**config.mk**
```make
export PLATFORM = sky130hd
export DESIGN_NAME = reset_seq
export DESIGN_NICKNAME = d
export VERILOG_FILES = /design/src/rtl/reset_seq_pkg.sv /design/src/rtl/reset_seq_sync.sv /design/src/rtl/reset_seq.sv
export SDC_FILE = /design/constraint.sdc
export NUM_CORES = 1
export LEC_CHECK = 0
export BUFFER_PORTS_ARGS = -buffer_cell sky130_fd_sc_hd__buf_2
export CAP_MARGIN = 15
export CORE_UTILIZATION = 44
export CTS_CLUSTER_DIAMETER = 200
export DETAILED_ROUTE_END_ITERATION = 8
export GPL_TIMING_DRIVEN = 0
export SLEW_MARGIN = 20
export SYNTH_ARGS = -nofsm -noshare
export SYNTH_HDL_FRONTEND = slang
export SYNTH_SLANG_ARGS = --single-unit
```
**constraint.sdc**
```tcl
create_clock -name i_clk -period 3.4 [get_ports i_clk]
set_input_delay 0.51 -clock i_clk [delete_from_list [all_inputs] [get_ports i_clk]]
set_output_delay 0.51 -clock i_clk [all_outputs]
set_load 0.02 [all_outputs]
```
**src/rtl/reset_seq_pkg.sv**
```systemverilog
// Shared definitions for the reset sequencer: FSM encoding, parameter string
// constants and a small elaboration-time helper.
package reset_seq_pkg;

    typedef enum logic [1:0] {
        ST_ASSERT  = 2'd0,
        ST_FILTER  = 2'd1,
        ST_RELEASE = 2'd2,
        ST_DONE    = 2'd3
    } state_e;

    localparam string ORDER_UP   = "UP";
    localparam string ORDER_DOWN = "DOWN";
    localparam string POL_HIGH   = "HIGH";
    localparam string POL_LOW    = "LOW";

    function automatic int max_int(input int a, input int b);
        return (a > b) ? a : b;
    endfunction

endpackage

```
**src/rtl/reset_seq_sync.sv**
```systemverilog
// Reset synchroniser: asserts asynchronously, deasserts after STAGES rising edges.
module reset_seq_sync
    import reset_seq_pkg::*;
#(
    parameter int STAGES = 2
) (
    input  logic i_clk,
    input  logic i_arst,
    output logic o_rst_ok
);

    (* async_reg = "true" *) logic [STAGES-1:0] sync_q;

    always_ff @(posedge i_clk or negedge i_arst) begin
        if (!i_arst) begin
            sync_q <= '0;
        end else begin
            sync_q <= {sync_q[STAGES-2:0], 1'b1};
        end
    end

    assign o_rst_ok = sync_q[STAGES-1];

endmodule

```
**src/rtl/reset_seq.sv**
```systemverilog
// Reset sequencer: filters the synchronised reset release, then releases the
// per-channel resets one at a time, STEP_CYCLES apart, in the configured order.
module reset_seq
    import reset_seq_pkg::*;
#(
    parameter int    CHANNELS       = 4,
    parameter int    SYNC_STAGES    = 2,
    parameter int    FILTER_CYCLES  = 16,
    parameter int    STEP_CYCLES    = 8,
    parameter string ORDER          = "UP",
    parameter string OUT_RST_ACTIVE = "HIGH"
) (
    input  logic                i_clk,
    input  logic                i_arst,
    input  logic                i_sw_rst,
    output logic [CHANNELS-1:0] o_srst,
    output logic                o_ready
);

    localparam int CNT_W = $clog2(max_int(FILTER_CYCLES, STEP_CYCLES) + 1);
    localparam int IDX_W = $clog2(CHANNELS + 1);

    localparam bit                  ORDER_IS_DOWN = (ORDER == ORDER_DOWN);
    localparam logic                ASSERTED      = (OUT_RST_ACTIVE == POL_LOW) ? 1'b0 : 1'b1;
    localparam logic [CHANNELS-1:0] ALL_ASSERTED  = {CHANNELS{ASSERTED}};

    localparam logic [CNT_W-1:0] FILTER_LAST = CNT_W'(FILTER_CYCLES - 1);
    localparam logic [CNT_W-1:0] STEP_LAST   = CNT_W'(STEP_CYCLES - 1);
    localparam logic [IDX_W-1:0] IDX_LAST    = IDX_W'(CHANNELS - 1);

    logic rst_ok;

    state_e               state_q, state_d;
    logic [CNT_W-1:0]     cnt_q,   cnt_d;
    logic [IDX_W-1:0]     idx_q,   idx_d;
    logic [CHANNELS-1:0]  srst_q,  srst_d;
    logic                 ready_q, ready_d;

    reset_seq_sync #(
        .STAGES (SYNC_STAGES)
    ) u_sync (
        .i_clk    (i_clk),
        .i_arst   (i_arst),
        .o_rst_ok (rst_ok)
    );

    // One-hot mask of the channel released at position idx of the release order.
    function automatic logic [CHANNELS-1:0] chan_mask(input logic [IDX_W-1:0] idx);
        int ch;
        ch = ORDER_IS_DOWN ? (CHANNELS - 1 - int'(idx)) : int'(idx);
        return CHANNELS'(1) << ch;
    endfunction

    function automatic logic [CHANNELS-1:0] release_ch(input logic [CHANNELS-1:0] cur,
                                                       input logic [CHANNELS-1:0] mask);
        return ASSERTED ? (cur & ~mask) : (cur | mask);
    endfunction

    always_comb begin
        state_d = state_q;
        cnt_d   = cnt_q;
        idx_d   = idx_q;
        srst_d  = srst_q;
        ready_d = ready_q;

        // A software request and a lost synchronised reset look identical here.
        if (i_sw_rst || !rst_ok) begin
            state_d = ST_ASSERT;
            cnt_d   = '0;
            idx_d   = '0;
            srst_d  = ALL_ASSERTED;
            ready_d = 1'b0;
        end else begin
            unique case (state_q)
                ST_ASSERT: begin
                    state_d = ST_FILTER;
                    cnt_d   = '0;
                end
                ST_FILTER: begin
                    if (cnt_q == FILTER_LAST) begin
                        cnt_d  = '0;
                        srst_d = release_ch(srst_q, chan_mask('0));
                        if (CHANNELS == 1) begin
                            state_d = ST_DONE;
                            ready_d = 1'b1;
                        end else begin
                            state_d = ST_RELEASE;
                            idx_d   = IDX_W'(1);
                        end
                    end else begin
                        cnt_d = cnt_q + CNT_W'(1);
                    end
                end
                ST_RELEASE: begin
                    if (cnt_q == STEP_LAST) begin
                        cnt_d  = '0;
                        srst_d = release_ch(srst_q, chan_mask(idx_q));
                        idx_d  = idx_q + IDX_W'(1);
                        if (idx_q == IDX_LAST) begin
                            state_d = ST_DONE;
                            ready_d = 1'b1;
                        end
                    end else begin
                        cnt_d = cnt_q + CNT_W'(1);
                    end
                end
                ST_DONE: begin
                    state_d = ST_DONE;
                end
                default: begin
                    state_d = ST_ASSERT;
                end
            endcase
        end
    end

    always_ff @(posedge i_clk or negedge i_arst) begin
        if (!i_arst) begin
            state_q <= ST_ASSERT;
            cnt_q   <= '0;
            idx_q   <= '0;
            srst_q  <= ALL_ASSERTED;
            ready_q <= 1'b0;
        end else begin
            state_q <= state_d;
            cnt_q   <= cnt_d;
            idx_q   <= idx_d;
            srst_q  <= srst_d;
            ready_q <= ready_d;
        end
    end

    assign o_srst  = srst_q;
    assign o_ready = ready_q;

endmodule

```
# --- Word-level counts from Yosys, hierarchy flattened ---
# Cells that the tools add are included.
op_classes:
  add_sub_neg: 2
  n_eq_ne: 10
  shifts: 1
  mux: 21
  bitwise: 2
  reduce_logical: 12
op_table:
  columns: ["op", "count"]
  rows:
  - ["$mux W5", 3]
  - ["$pmux W5 S3", 1]
  - ["$reduce_and A3 Y1", 4]
  - ["$mux W3", 3]
  - ["$ne A3 B3 Y1 const B", 3]
  - ["$mux W2", 4]
  - ["$mux W4", 2]
  - ["$pmux W2 S4", 1]
  - ["$pmux W4 S2", 1]
  - ["$pmux W3 S2", 1]
  - ["$reduce_bool A2 Y1", 3]
  - ["$add A5 B1 Y5 const B", 1]
  - ["$eq A5 B3 Y1 const B", 1]
  - ["$eq A5 B4 Y1 const B", 1]
  - ["$mux W1", 5]
  - ["$and A4 B4 Y4", 1]
  - ["$eq A2 B2 Y1 const B", 2]
  - ["$not A4 Y4", 1]
  - ["$reduce_bool A4 Y1", 1]
  - ["$shl A1 B3 Y4 const A", 1]
  - ["$add A3 B1 Y3 const B", 1]
  - ["$eq A3 B2 Y1 const B", 1]
  - ["$reduce_bool A3 Y1", 1]
  - ["$eq A2 B1 Y1 const B", 1]
  - ["other kinds (4)", 4]
totals:
  ff_bits: 17
  in_bits: 3
  elab_cells: 55

# --- Logic depth before layout (Yosys ltp) ---
# Gate-level depths: netlist of run 1.
depth:
  word_depth: 6
  depth_mapped: 8

# --- Cells and area by module ---
# A second synthesis of run 1 with hierarchy kept.
hier_totals:
  hier_cells: 100
  hier_area_um2: 1019.7
by_module_without_submodules:
  columns: ["mod", "instances", "cells_per_inst", "area_per_inst_um2"]
  rows:
  - ["reset_seq", 1, 97, 965.9]
  - ["reset_seq_sync", 1, 3, 53.8]

# --- Worst setup path after synthesis of run 1 ---
# No wires, ideal clock.
synth_timing:
  path_kind: "reg2reg"
  startpoint: "register cnt_q[0]"
  endpoint: "register cnt_q[3]"
  setup_time_ns: 0.083
  t_arrival_ns: 1.736
  slack_ns: 1.581
  path_stages_with_launch: 9
  n_path_buf: 0
  period_less_slack_ns: 1.819
  path_cell_list: "dfrtp_1 -> ha_1 -> nand3_1 -> inv_1 -> ha_1 -> and2b_1 -> a32oi_1 -> or3_1 -> o21ai_0"
synth_between:
  elab_chain_cells: 4
synth_lines:
  columns: ["item", "line", "rtl"]
  rows:
  - ["from (decl)", "reset_seq.sv:34", "logic [CNT_W-1:0] cnt_q, cnt_d;"]
  - ["from (signal assigned)", "reset_seq.sv:126", "cnt_q <= cnt_d;"]
  - ["$add A5 B1 Y5, or another cell as far along", "reset_seq.sv:91, reset_seq.sv:104", null]
  - ["$mux W5 (on tied branches)", "reset_seq.sv:95, reset_seq.sv:80", null]
  - ["$pmux W5 S3 *", "reset_seq.sv:74", "unique case (state_q)"]
  - ["$mux W5 *", "reset_seq.sv:67", "if (i_sw_rst || !rst_ok) begin"]
# Every way passes the cells marked *; elsewhere a longest branch is shown, timed or not.
# A chain may end at the register's enable or synchronous reset.

# --- Worst setup path after layout of run 1 ---
# Same ends and word-level chain as after synthesis.

==> key figures, run 1 <==
Timing
  • PnR worst setup slack: roughly 1400 ps
  • Worst slew pin tran: just under 800 ps
  • Fin. Hold Viols: 0
  • Max Slew Vio Count: 0
  • Rel. slew slack: 47.5%
  • Post-route clock period utilization: 60.1%
  • Post-route setup TNS: 0 ps
  • Post-Route Skew: 2.13 ps
  • RSZ-0062 raised after global routing: no
  • Max Fclk: a little under 500 MHz
  • Final hold slack: 115 ps
  • Crit path time final: 2040 ps
  • # setup viols final: 0

Worst setup path
  • Worst path max stage delay: about 420 ps
  • Crit-path max FO: 7
  • Arr. time, crit path: around 2300 ps
  • Critical path cell sequence: ha_1, nand3_1, inv_1, ha_1, and2b_1, a32oi_1, or3_1, o21ai_0
  • Setup crit end kind: flip-flop
  • Worst path slowest cell: dfrtp_1
  • CP Class: flip-flop to flip-flop
  • CP required: 3620 ps
  • CP Launch Type: flip-flop
  • CP dominant cell by count: ha_1

Routing
  • Number of remaining DRC errors: 0
  • Via count: approximately 750
  • WL per Instance: 12.9 um
  • Final WL: approximately 1800 um
  • TritonRoute pass-1 iters: 4
  • Iter 0 DRT Violations: 16
  • Drt via density: between 5 and 6
  • DRT antenna net count: 0

CTS
  • Clock transition at path regs: ~100 ps
  • Post-CTS Hold Fix Bufs: 0
  • CTS tree: done
  • H-Tree Depth: 1
  • CTS buffer count: 3
  • Clk root buf: clkbuf_4
  • Worst skew pair latency: 290 ps
  • Clock Path Buffers: 2
  • Post-CTS Setup Inserts: 0
  • # resized after CTS: 0
  • # clock sinks: 17

Global routing
  • First-pass GRT wire length: approximately 3200 um
  • GRT Overall Usage: between 10% and 20%
  • Via count of the first global-routing pass: between 700 and 800
  • Pin count of the biggest net entering global routing: 18
  • Grt ovf: 0
  • Initial antenna violation count: 0

Placement
  • Placed Cells: between 100 and 150
  • # port buffers: 7
  • Routability Congestion: approximately 0.88
  • Pre-CTS WS: about 1400 ps
  • HPWL after DPL: 1360 um
  • Placed instance area: ~1100 sq um

Yosys
  • Mapped Nets: around 120
  • Avg Cell Area, Syn: 9.84 sq um
  • Mapped Cells: 102
  • Post-Synthesis Cell Area: 1000 sq um
  • Count of cell types in the netlist: 32
  • Leading area contributor after synthesis: dfrtp_1
  • Yosys warns: 0
  • Yosys top cell area share: 32.4%
  • Yosys reg bits: 17
  • Area contributors post-synth: dfrtp_1 (32%), ha_1 (15%), dfstp_2 (10%), inv_1 (4.9%), nand2_1 (3.7%)
  • Sequential share of the synthesized area: a little over two fifths

Die
  • Standard-cell rows: 16
  • Initial Utilization: about half
  • Die height: between 40 and 50 um
  • Core box area: between 2000 and 2500 sq um
  • # IOs: 8
  • Die area: between 2000 and 2500 sq um
  • Die span in x: between 40 and 50 um

Power
  • Total Power: approximately 0.36 mW
  • Max VDD drop: roughly 0.00023 V
  • Leakage: about 0.48 nW
  • Power Dens Cells: between 300 and 400 nW/um^2

Finish
  • Final #Nets: between 100 and 150
  • Non-Filler Instances: between 100 and 150
  • Util after Layout: 53.9%
  • Layout cell share with drive strength beyond 1: around 18%
  • P&R area growth vs syn: 9.60%
  • Most frequent cells in the layout: inv_1 (13), dfrtp_1 (13), ha_1 (12)
  • Final Cell Area: between 1000 and 1500 sq um
  • Antenna diodes: 0

Status
  • Status: finished clean

Run
  • Max Cap Viol: 0

Worst hold path
  • Tightest Hold Check Type: input port to async pin
## worst max-delay path: cells and delay by family (launching register included)
kind,cells,cell delay (ps)
buf+inv,1,60
compound gates,2,240
flops,1,420
fa+ha+maj,2,440
simple gates,3,810
## final cells by class
| type | instances | area, sq um |
|---|---|---|
| fillers | 196 | 942 |
| multi-input cells | 69 | 509 |
| flip-flops and latches | 17 | 430 |
| inverters | 13 | 48.8 |
| repair buffers | 7 | 35.0 |
| well taps | 27 | 33.8 |
| clock buffers | 3 | 22.5 |
| plain buffers | 3 | 15.0 |
| clock inverters | 1 | 5.00 |
## state kept, by name, indices dropped and copies added, names as in the netlist
register / count
u_sync.sync_q: 2
state_q: 2
cnt_q: 5
o_srst: 4
idx_q: 3
o_ready: 1
## kinds of logic after synthesis
logic type / count (synthesis) / synth area share, %
DFF: 17 / 42.9
and+or+nand+nor: 29 / 15.8
adders and majority gates: 12 / 15.0
xor gates and xnor gates: 1 / 0.873
AOI/OAI and AO/OA: 25 / 17.7
buffers and inverters: 16 / 6.36
muxes: 1 / 0.998
other: 1 / 0.374
## metal layers
layer  wire length (um)  vias to the layer above  global-route usage, %  share of wire [%]
met5                  0                        -                      0                  0
met4                 12                        0                   9.05               0.66
met3                 82                        2                   3.70                4.5
met2                818                       22                   26.4                 45
met1                898                      346                   23.8                 50
li1                   -                      383                      -                  -
## Yosys cell counts
| cell type | count |
|---|---|
| dfrtp_1 | 13 |
| inv_1 | 13 |
| ha_1 | 12 |
| nand2_1 | 10 |
| a21oi_1 | 5 |
| o21ai_0 | 5 |
| dfstp_2 | 4 |
| nor2_1 | 4 |
| buf_2 | 3 |
| nand3_1 | 3 |
| nor3_1 | 3 |
| a31oi_1 | 2 |
| a32o_1 | 2 |
| o31ai_1 | 2 |
| o32ai_1 | 2 |
| o41ai_1 | 2 |
| or3_1 | 2 |
| a21boi_2 | 1 |
| a22o_1 | 1 |
| a32oi_1 | 1 |
| and2b_1 | 1 |
| and4b_1 | 1 |
| and4bb_4 | 1 |
| conb_1 | 1 |
| mux2i_1 | 1 |
| nand2b_1 | 1 |
| nand4bb_1 | 1 |
| nor2b_1 | 1 |
| nor4_1 | 1 |
| o2111ai_1 | 1 |
| o211ai_1 | 1 |
| xor2_1 | 1 |
## power by group
part	internal, mW	total [mW]	switching [mW]
registers	0.206	0.209	0.00306
clock network	0.0438	0.110	0.0661
logic	0.0126	0.0390	0.0265
total	0.263	0.358	0.0956
## path summary, 6_finish.rpt
check	start	end	slack, ps	depth (start not counted)
worst max-delay path	cnt_q[0]	cnt_q[3]	1360	8
worst min-delay path	i_arst	o_ready	110	1
worst max register to register	cnt_q[0]	cnt_q[3]	1360	8
worst min register to register	u_sync.sync_q[0]	u_sync.sync_q[1]	370	0
max in group asynchronous	i_arst	o_srst[1]	2970	1
min in group i_clk	u_sync.sync_q[0]	u_sync.sync_q[1]	370	0
Power figures use the tool's default switching activity.
==> inputs of run 2 (changes only) <==
==> constraint.sdc (replaced) <==
create_clock -name i_clk -period 1.7 [get_ports i_clk]
set_input_delay 0.255 -clock i_clk [delete_from_list [all_inputs] [get_ports i_clk]]
set_output_delay 0.255 -clock i_clk [all_outputs]
set_load 0.02 [all_outputs]
==> key figures, run 2 (synthesized netlist as in run 1, its figures left out) <==
Worst setup path
  • CP required: between 1500 and 2000 ps
  • Worst path max stage delay: 430 ps
  • CP Launch Type: flip-flop
  • Arr. time, crit path: 1970 ps
  • Crit-path max FO: 5
  • Critical path cell sequence: ha_4, nand3_4, inv_2, ha_4, and2b_4, a32oi_2, or3_1, o21ai_2
  • Delay-heaviest family, CP: simple AND/OR/NAND/NOR gates
  • CP dominant cell by count: ha_4
  • Buf+Inv Stages, Crit Path: 1
  • Worst path slowest cell: dfrtp_1
  • CP Class: flip-flop to flip-flop
  • Setup crit end kind: flip-flop

Routing
  • DRT antenna net count: 0
  • Drt via density: ~5.3
  • Via count: 792
  • Final WL: ~2000 um
  • Number of remaining DRC errors: 0
  • Iter 0 DRT Violations: 14
  • TritonRoute pass-1 iters: 4
  • WL per Instance: ~14 um

CTS
  • CTS tree: done
  • CTS buffer count: 3
  • Clk root buf: clkbuf_4
  • Worst skew pair latency: 290 ps
  • Clock Path Buffers: 2
  • H-Tree Depth: 1
  • Clock transition at path regs: around 90 ps
  • # clock sinks: 17

Placement
  • Placed Cells: around 140
  • HPWL after DPL: approximately 1400 um
  • Routability Congestion: about 0.79
  • # port buffers: 7
  • Pre-CTS WS: -233 ps

Timing
  • # setup viols final: 3
  • RSZ-0062 raised after global routing: yes
  • Final hold slack: around 360 ps
  • PnR worst setup slack: -49.6 ps
  • Fin. Hold Viols: 0
  • Max Fclk: roughly 570 MHz
  • Post-route clock period utilization: 103%
  • Max Slew Vio Count: 0
  • Post-Route Skew: roughly 2.1 ps
  • Crit path time final: 1750 ps

Power
  • Leakage: roughly 0.53 nW
  • Power Dens Cells: ~590 nW/um^2
  • Total Power: approximately 0.75 mW
  • Max VDD drop: around 0.00050 V

Finish
  • Antenna diodes: 0
  • Most frequent cells in the layout: dfrtp_1 (13), inv_1 (12), nand2_1 (10), ha_1 (10), buf_2 (9)
  • Non-Filler Instances: 149
  • Top reg by flops: cnt_q
  • Most common cell after layout, fill and taps aside: dfrtp_1
  • P&R area growth vs syn: 26.3%
  • Final #Nets: 138
  • # fillers: approximately 180
  • Number of flip-flops in the largest register: 5
  • Util after Layout: between 60 and 70%
  • Layout cell share with drive strength beyond 1: 34.4%

Global routing
  • Pin count of the biggest net entering global routing: 18
  • GRT Overall Usage: 19.3%
  • Initial antenna violation count: 0
  • Via count of the first global-routing pass: between 700 and 800
  • First-pass GRT wire length: between 3000 and 4000 um
  • Grt ovf: 0

Die
  • Core box area: ~2000 sq um
  • Die area: ~2500 sq um
  • Standard-cell rows: 16
  • # IOs: 8
  • Die height: ~50 um
  • Initial Utilization: 49.1%
  • Die span in x: roughly 50 um

Worst hold path
  • Tightest Hold Check Type: flip-flop to flip-flop

Run
  • Max Cap Viol: 0

Status
  • Status: finished with violations
  • Failing checks: negative setup slack
-- run 2: cell types whose count changed in the layout (fill, tap and decap cells not counted), sizes merged --
cell	before	now
clkbuf	3	4
dlygate4sd3	0	1
buf	10	17
-- run 2: worst register-to-register path, stage by stage, from the launching register on --
cell,delay (ps)
dfrtp_1,430
ha_4,190
nand3_4,80
inv_2,50
ha_4,140
and2b_4,270
a32oi_2,90
or3_1,370
o21ai_2,60
-- run 2: layout make-up --
type	instances	area (sq um)	share of cell area [%]
Timing Repair Buffer	16	105	8.29
Multi-Input combinational cell	69	604	47.7
Sequential cell	17	430	34.0
Inverter	13	48.8	3.85
Tap cell	27	33.8	2.67
Buffer	3	17.5	1.38
Clock inverter	1	5.00	0.395
Clock buffer	3	22.5	1.78
-- run 2: report_power, final --
group | total, mW | internal, mW | leakage [nW] | switching, mW
sequential | 0.419 | 0.413 | 0.218 | 0.00666
combinational | 0.119 | 0.0494 | 0.299 | 0.0699
clock | 0.207 | 0.0875 | 0.0177 | 0.119
total | 0.745 | 0.550 | 0.534 | 0.196
-- run 2: routing by layer --
metal / part of all wire [%] / GRT usage [%] / wire, um
met4: 0.92 / 2.86 / 19
met5: 0 / 0 / 0
met1: 48 / 25.0 / 997
met3: 3.7 / 6.48 / 77
met2: 47 / 31.5 / 967
-- run 2: what timing repair did --
| item | CTS | global route |
|---|---|---|
| hold endpoints to repair | 13 | 0 |
| endpoints found under the setup margin | 9 | 10 |
| setup buffers | 6 | 2 |
| resized for setup | 5 | 13 |
| hold buffers | 1 | 0 |
| pin swaps | 4 | 7 |
-- run 2: stage by stage --
stage / area (sq um) / setup TNS, ps
finish: 1270 / -84.4
global route: 1270 / -445
CTS: 1190 / -70.2
detailed placement: 1080 / -1240
global placement: 1080 / -1390
floorplan: 1010 / 0
-- run 2: path summary, 6_finish.rpt --
| path | start | to | slack (ps) | depth (start not counted) |
|---|---|---|---|---|
| min | u_sync.sync_q[0] | u_sync.sync_q[1] | 360 | 0 |
| max reg2reg | cnt_q[1] | cnt_q[3] | -50 | 8 |
| max in group asynchronous | i_arst | o_srst[1] | 990 | 2 |
| min in group asynchronous | i_arst | o_ready | 400 | 2 |
| min reg2reg | u_sync.sync_q[0] | u_sync.sync_q[1] | 360 | 0 |
| max | cnt_q[1] | cnt_q[3] | -50 | 8 |
==> inputs of run 3 (changes only) <==
--- a/config.mk
+++ b/config.mk
@@ -11,6 +11,7 @@
 export CTS_CLUSTER_DIAMETER = 200
 export DETAILED_ROUTE_END_ITERATION = 8
 export GPL_TIMING_DRIVEN = 0
+export SETUP_SLACK_MARGIN = 0.05
 export SLEW_MARGIN = 20
 export SYNTH_ARGS = -nofsm -noshare
 export SYNTH_HDL_FRONTEND = slang
==> key figures, run 3 (synthesized netlist as in run 1, its figures left out) <==
Worst setup path
  • Critical R2R Launch: cnt_q[1]
  • Worst path max stage delay: 430 ps
  • Reg2reg end: cnt_q[3]
  • Crit-path max FO: 5
  • R2R Setup Slk: -70 ps
  • Reg2reg path depth: 8
  • CP required: about 1900 ps
  • Crit path to: cnt_q[3]
  • Worst setup path startpoint: cnt_q[1]
  • Buf+Inv Stages, Crit Path: 1
  • Delay-heaviest family, CP: simple AND/OR/NAND/NOR gates
  • CP Class: flip-flop to flip-flop
  • CP dominant cell by count: ha_4
  • Setup crit end kind: flip-flop
  • CP Launch Type: flip-flop
  • Critical Path Stages: 8
  • Worst path slowest cell: dfrtp_1
  • Arr. time, crit path: approximately 2000 ps
  • Critical path cell sequence: ha_4, nand3_4, inv_2, ha_4, and2b_4, a32oi_2, or3_1, o21ai_1

Timing
  • # setup viols final: 2
  • Post-Route Skew: between 0.6 and 0.7 ps
  • PnR worst setup slack: -72.4 ps
  • Fin. Hold Viols: 0
  • RSZ-0062 raised after global routing: yes
  • Max Fclk: approximately 560 MHz
  • Crit path time final: approximately 1800 ps
  • Max Slew Vio Count: 0
  • Final hold slack: between 300 and 400 ps
  • Post-route clock period utilization: 104%

Status
  • Status: finished with violations
  • Failing checks: negative setup slack

Routing
  • DR top layer: met4
  • Drt via density: about 5.5
  • Number of remaining DRC errors: 0
  • Met3 routed WL: between 70 and 80 um
  • WL per Instance: between 10 and 15 um
  • Met2 WL: ~960 um
  • DRT antenna net count: 0
  • Final WL: ~2100 um
  • TritonRoute pass-1 iters: 4
  • DRT met1 WL: between 900 and 1000 um
  • Via count: 832
  • Iter 0 DRT Violations: 16

Finish
  • # fillers: between 150 and 200
  • Most common cell after layout, fill and taps aside: dfrtp_1
  • P&R area growth vs syn: 28.1%
  • Final #Nets: 140
  • Antenna diodes: 0
  • Top reg by flops: cnt_q
  • Most frequent cells in the layout: dfrtp_1 (13), buf_4 (11), inv_1 (10), nand2_1 (10), ha_1 (9)
  • Number of flip-flops in the largest register: 5
  • Final Cell Area: roughly 1300 sq um
  • Layout cell share with drive strength beyond 1: ~36%

CTS
  • Clock transition at path regs: 100 ps
  • Clock Path Buffers: 2
  • CTS tree: done
  • CTS buffer count: 3
  • Worst skew pair latency: approximately 300 ps
  • H-Tree Depth: 1
  • Clk root buf: clkbuf_4
  • # clock sinks: 17

Run
  • Max Cap Viol: 0

Power
  • Sequential share of power: 55.2%
  • Combinational share of power: about 16%
  • Leakage: approximately 0.55 nW
  • Power Dens Cells: ~590 nW/um^2
  • Power Internal: around 0.55 mW
  • Max VDD drop: ~0.00050 V
  • Net Sw Power: roughly 0.21 mW
  • Clock group share of total power: between 20% and 30%
  • Switching part of the total: roughly 27%

Die
  • Die area: around 2500 sq um
  • Core box area: ~2000 sq um
  • Standard-cell rows: 16
  • Initial Utilization: ~50%
  • Die span in x: between 40 and 50 um
  • Die height: between 40 and 50 um
  • # IOs: 8

Global routing
  • Grt ovf: 0
  • Pin count of the biggest net entering global routing: 18
  • First-pass GRT wire length: 3380 um
  • Initial antenna violation count: 0
  • GRT Overall Usage: a little under a fifth
  • Via count of the first global-routing pass: between 700 and 800

Worst hold path
  • Tightest Hold Check Type: input port to flip-flop
  • Hold Path Cell Cnt: 4

Placement
  • Pre-CTS WS: -274 ps
  • Placed instance area: 1090 sq um
  • # port buffers: 7
  • HPWL after DPL: roughly 1400 um
  • Routability Congestion: between 0.8 and 0.9
-- run 3: timing repair --
item	4_1_cts	5_1_grt
endpoints found under the setup margin	9	8
gates resized for setup	5	16
hold buffers	1	0
buffers inserted	6	4
pin swaps	2	3
endpoints found under the hold margin	13	0
-- run 3: worst reg2reg max path: stages (launching register included) --
cell and delay (ps):
dfrtp_1 430, ha_4 190, nand3_4 80, inv_2 40
ha_4 140, and2b_4 280, a32oi_2 110, or3_1 350
o21ai_1 80
-- run 3: layout make-up --
class | instances | area [sq um] | share of cell area, %
Inverter | 13 | 48.8 | 3.80
Timing Repair Buffer | 18 | 120 | 9.35
Clock inverter | 1 | 5.00 | 0.389
Clock buffer | 3 | 22.5 | 1.75
Multi-Input combinational cell | 69 | 601 | 46.7
Tap cell | 27 | 33.8 | 2.63
Sequential cell | 17 | 430 | 33.5
Buffer | 3 | 23.8 | 1.85
-- run 3: how the worst min path moves through the flow --
| stage | to | from | slack, ps |
|---|---|---|---|
| 2_1_floorplan | cnt_q[0] | i_arst | -40 |
| 4_1_cts | o_srst[3] | i_sw_rst | 360 |
| 5_1_grt | o_srst[3] | i_sw_rst | 380 |
| 3_3_place_gp | o_ready | i_arst | 200 |
| 3_5_place_dp | o_ready | i_arst | 190 |
| 6_report | o_srst[3] | i_sw_rst | 370 |
-- run 3: power groups by stage --
| stage | logic (mW) | registers [mW] | clock network, mW |
|---|---|---|---|
| 3_5_place_dp | 0.0809 | 0.427 | 0 |
| 6_report | 0.121 | 0.419 | 0.220 |
| 5_1_grt | 0.134 | 0.421 | 0.238 |
| 3_3_place_gp | 0.0783 | 0.426 | 0 |
| 2_1_floorplan | 0.0530 | 0.425 | 0 |
| 4_1_cts | 0.0955 | 0.419 | 0.228 |
-- run 3: stage by stage --
step                util (%)  std cells  total power, mW  TNS [ps]
finish                  62.9        151            0.760     -86.6
global route            62.9        151            0.793      -202
global placement        53.6        136            0.505      -895
floorplan                  -        102            0.478         0
CTS                     58.9        147            0.743     -51.7
detailed placement      53.6        136            0.508     -1350
-- run 3: metal layers --
layer | up-vias | global-route usage [%]
met2 | 19 | 29.3
met3 | 7 | 3.70
li1 | 404 | -
met4 | 0 | 8.57
met5 | - | 0
met1 | 402 | 24.9
